File: src/rtl/gaussian_frame_ctrl.sv
// Frame sequencer for the 5x5 separable Gaussian filter.
// Clears the filter, gates the pixel stream, flushes the 2-row + 2-pixel
// pipeline with zero padding and tags each centred result with its
// coordinates and a border flag for the DoG/extrema stage.
module gaussian_frame_ctrl #(
    parameter int IMG_W = 400,
    parameter int IMG_H = 300,
    parameter int HALF  = 2
) (
    input  logic                     clk,
    input  logic                     rst,
    input  logic                     start,
    input  logic                     in_valid,
    output logic                     in_ready,
    input  logic                     out_ready,
    output logic                     filt_ce,
    output logic                     filt_clr,
    output logic                     filt_zero,
    output logic                     out_valid,
    output logic [$clog2(IMG_W)-1:0] out_x,
    output logic [$clog2(IMG_H)-1:0] out_y,
    output logic                     out_border,
    output logic                     busy,
    output logic                     frame_done
);

    localparam int XW    = $clog2(IMG_W);
    localparam int YW    = $clog2(IMG_H);
    localparam int LAT   = HALF * IMG_W + HALF;
    localparam int NPIX  = IMG_W * IMG_H;
    localparam int TOTAL = NPIX + LAT;
    localparam int CW    = $clog2(TOTAL + 1);

    localparam logic [CW-1:0] LAT_C      = CW'(LAT);
    localparam logic [CW-1:0] LAST_PIX_C = CW'(NPIX - 1);
    localparam logic [CW-1:0] LAST_BT_C  = CW'(TOTAL - 1);
    localparam logic [XW-1:0] X_LO       = XW'(HALF);
    localparam logic [XW-1:0] X_HI       = XW'(IMG_W - HALF);
    localparam logic [XW-1:0] X_MAX      = XW'(IMG_W - 1);
    localparam logic [YW-1:0] Y_LO       = YW'(HALF);
    localparam logic [YW-1:0] Y_HI       = YW'(IMG_H - HALF);
    localparam logic [YW-1:0] Y_MAX      = YW'(IMG_H - 1);

    typedef enum logic [2:0] {IDLE, CLEAR, STREAM, FLUSH, DONE} state_t;

    state_t          state, state_nxt;
    logic [CW-1:0]   beat_cnt;

    // State register
    always_ff @(posedge clk or negedge rst) begin
        if (!rst) state <= IDLE;
        else      state <= state_nxt;
    end

    // Next-state and strobe decode; every output is derived from state and
    // live handshakes so a stall never needs to be undone
    always_comb begin
        state_nxt = state;
        in_ready  = 1'b0;
        filt_ce   = 1'b0;
        filt_clr  = 1'b0;
        filt_zero = 1'b0;
        busy      = 1'b1;
        case (state)
            IDLE: begin
                busy = 1'b0;
                if (start) state_nxt = CLEAR;
            end
            CLEAR: begin
                filt_clr  = 1'b1;
                state_nxt = STREAM;
            end
            STREAM: begin
                in_ready = out_ready;
                filt_ce  = in_valid & out_ready;
                if (filt_ce && beat_cnt == LAST_PIX_C) state_nxt = FLUSH;
            end
            FLUSH: begin
                filt_zero = 1'b1;
                filt_ce   = out_ready;
                if (filt_ce && beat_cnt == LAST_BT_C) state_nxt = DONE;
            end
            DONE:    state_nxt = IDLE;
            default: state_nxt = IDLE;
        endcase
    end

    // Result tagging: first LAT beats only prime the line buffers
    always_comb begin
        out_valid  = filt_ce & (beat_cnt >= LAT_C);
        frame_done = out_valid & (beat_cnt == LAST_BT_C);
        // Gated by valid so the flag stays quiet between results and in reset
        out_border = out_valid & ((out_x < X_LO) | (out_x >= X_HI) |
                                  (out_y < Y_LO) | (out_y >= Y_HI));
    end

    // Beat counter and raster coordinates; they only move on a filter beat
    always_ff @(posedge clk or negedge rst) begin
        if (!rst) begin
            beat_cnt <= '0;
            out_x    <= '0;
            out_y    <= '0;
        end else if (state == CLEAR) begin
            beat_cnt <= '0;
            out_x    <= '0;
            out_y    <= '0;
        end else if (filt_ce) begin
            beat_cnt <= beat_cnt + 1'b1;
            if (out_valid) begin
                if (out_x == X_MAX) begin
                    out_x <= '0;
                    out_y <= (out_y == Y_MAX) ? '0 : out_y + 1'b1;
                end else begin
                    out_x <= out_x + 1'b1;
                end
            end
        end
    end

endmodule

File: config.mk
export PLATFORM = sky130hd
export DESIGN_NAME = gaussian_frame_ctrl
export DESIGN_NICKNAME = d
export VERILOG_FILES = /design/src/rtl/gaussian_frame_ctrl.sv
export SDC_FILE = /design/constraint.sdc
export NUM_CORES = 1
export LEC_CHECK = 0
export CORE_MARGIN = 2
export CORE_UTILIZATION = 30
export DETAILED_ROUTE_END_ITERATION = 6
export DONT_BUFFER_PORTS = 1
export GPL_TIMING_DRIVEN = 1
export SLEW_MARGIN = 30
export SYNTH_ARGS = -nofsm -noshare
export SYNTH_HDL_FRONTEND = slang
export SYNTH_SLANG_ARGS = --single-unit
File: constraint.sdc
create_clock -name clk -period 5.2 [get_ports clk]
set_input_delay 1.04 -clock clk [delete_from_list [all_inputs] [get_ports clk]]
set_output_delay 1.04 -clock clk [all_outputs]
set_load 0.02 [all_outputs]
==> results.ini <==
[status]
outcome = finished, final reports clean

[setup_path]
cp-startpoint = beat_cnt[0]
crit_arrival_ps = 2700
critPathLaunchType = flip-flop
critPathKind = flip-flop to output pin
crit_path_end_kind = output pin
crit_family = simple AND/OR/NAND/NOR gates
worst-path-buf-inv = 2
crit_slowest_cell = o31ai_4
path_common_cell = inv_1
r2r_start = state[2]
crit_path_cell_trace = inv_1 > ha_1 > nor3b_1 > and4_4 > o31ai_4 > inv_1 > and4_1
cp.required_ps = 4160
crit_fanout = 19
reg2reg_slack_ps = 2830
worst_path_largest_cell_delay_ps = 660

[global_routing]
grtUsageTotal = 0.125
grt.overflow.total = 0
antenna_found_initial = 0
grt_pass1_vias = 1770
grt_max_degree = 39
grt_pass1_wl_um = 8710

[cts]
htreeDepth = 2
clkLatencyLatePin_ps = 290
clock_sinks = 38
hold_buffers = 0
post-cts-setup-buffers = 0
cts_tree = built
cts_buffers = 5
ctsResizeCount = 0
clk_pin_slew_ps = 90
root_buffer = clkbuf_8
cts_buffer_depth = 2

[yosys]
synth_fa_ha_area_frac = 0.0264
async_flop_share = 1.00
muxShareOfSynthArea = 0.00422
yosysSeqAreaShare = 0.401
synth_top_family_by_area = simple AND/OR/NAND/NOR gates
yosys.area_share.simple = 0.297
synth-xor-area-share = 0.0517
synth_edf_count = 0
synth_compound_area_frac = 0.160
ys_warn_count = 0
ys_ff_latch = 38
synth_cells = 250
synth_top_area_cell = dfrtp_1
ys_types = 54
syn-num-nets = 260
synth_top_area_frac = 0.401
synth_flop_cell = dfrtp_1
synth_area_sq_mm = 0.00237
synthTopCellsByArea = dfrtp_1 (40%), xor2_1 (4.1%), nand3_1 (4.0%), nor2_1 (3.8%), o211ai_1 (3.2%)
syn_avg_cell_area_sq_um = 9.48

[final_layout]
antenna-diode-count = 0
final_nets = 254
final_cell_mix = dfrtp_1 (38), nor2_1 (24), nand2_1 (19), nand3_1 (19), xor2_1 (11)
final_common_cell = dfrtp_1
syn_to_final_growth_pct = 5.33
drive_gt1_frac = 0.0939

[drt]
drt-initial-drc-count = 90
firstDrtPassIters = 4
drcViolationCount = 0
wl_um = 5090
ant_nets = 0
vias = 1845
post_drt_wl_per_cell_um = 14.7
viasPerCell = 5.32

[timing]
worst-slew-pin-transition_ps = 768
rsz0062_at_grt = no
fmax_ghz = 0.267
finalHoldViolCount = 0
max_slew_margin = 0.487
worst_slack_ps = 1460
skew_ps = 13.0
fin_tns_setup_ps = 0
finalCriticalPeriod_ps = 3740
drv_slew = 0
final-setup-viol-count = 0
period_share = 0.720

[power]
p_sw_uw = 169
p_int_uw = 433
p_per_area_mw_per_mm2 = 241
switching_share = 0.281
p_leak_uw = 0.00102
p_clk_frac = 0.342
comb_power_share = 0.087
peakVddDrop_v = 0.000113
power_frac_seq = 0.572

[floorplan]
start_util = 0.308
die_y_um = 92.9
dieWidth_um = 92.9
die-area_sq_mm = 0.00863
io_pins = 31
rows = 32
coreArea_sq_mm = 0.00769

[job]
drv_cap = 0

[place]
dp_hpwl_um = 3560
gp_congestion = 0.766
portBuffers = 0
dp_slack_ps = 1550

[hold_path]
worstHoldPathType = primary input to async pin

-- Yosys cell counts (2+ instances only) --
master / instances
and3_1: 6
nand3_1: 19
nand4_1: 8
clkbuf_1: 5
xnor2_1: 3
nor4_1: 4
and4_1: 5
or3b_1: 2
o31ai_1: 7
a21oi_1: 6
o21ai_0: 7
buf_6: 5
o211ai_1: 10
o311ai_0: 2
nor3b_1: 2
nand2_1: 19
dfrtp_1: 38
or2_1: 2
ha_1: 5
or3_1: 6
nor3_1: 8
a31oi_1: 3
o21a_1: 2
inv_1: 8
nor2_1: 24
xor2_1: 11
and2_1: 6
-- routing by layer --
layer | up-vias | part of all wire | track usage
li1 | 899 | - | -
met3 | 4 | 0.049 | 0.0358
met1 | 905 | 0.49 | 0.165
met2 | 37 | 0.46 | 0.200
met4 | 0 | 0.0053 | 0.0319
met5 | - | 0 | 0
-- final timing paths --
check,end,depth (start not counted)
setup / recovery,frame_done,7
hold / removal,out_x[1],0
setup reg to reg,out_x[2],4
hold reg to reg,beat_cnt[16],2
max in group asynchronous,out_y[7],0
min in group clk,beat_cnt[16],2
-- per-stage QoR --
stage / util / std cells / total power (uW) / area (sq um) / hold slack, ps
5_1_grt: 0.325 / 347 / 635 / 2500 / 407
2_1_floorplan: - / 250 / 388 / 2370 / 528
6_report: 0.325 / 347 / 603 / 2500 / 434
3_5_place_dp: 0.313 / 339 / 402 / 2410 / 571
4_1_cts: 0.325 / 347 / 611 / 2500 / 419
3_3_place_gp: 0.313 / 339 / 399 / 2410 / 563
-- cell type report --
cell class | instances | area (sq um)
clock inverters | 3 | 21.3
multi-input cells | 189 | 1280
flip-flops and latches | 38 | 951
inverters | 10 | 50.0
well taps | 102 | 128
fillers | 819 | 5190
clock buffers | 5 | 68.8
-- cell families after synthesis --
| group | after synthesis |
|---|---|
| adders and majority gates | 5 |
| buffers and inverters | 23 |
| muxes | 1 |
| DFF | 38 |
| and+or+nand+nor | 122 |
| xor gates and xnor gates | 14 |
| AOI/OAI and AO/OA | 47 |
-- power groups by stage --
stage	Clock [uW]	Sequential, uW	Combinational (uW)
after detailed placement	0	349	52.6
after global placement	0	348	51.0
after floorplan	0	341	46.9
after global routing	228	348	58.7
after CTS	215	344	53.0
final	206	344	52.1
-- sequential cells by signal, indices dropped and copies added, names as in the netlist --
register	count
beat_cnt	17
out_x	9
out_y	9
state	3
Note: power is estimated with default switching activity, not from simulation.
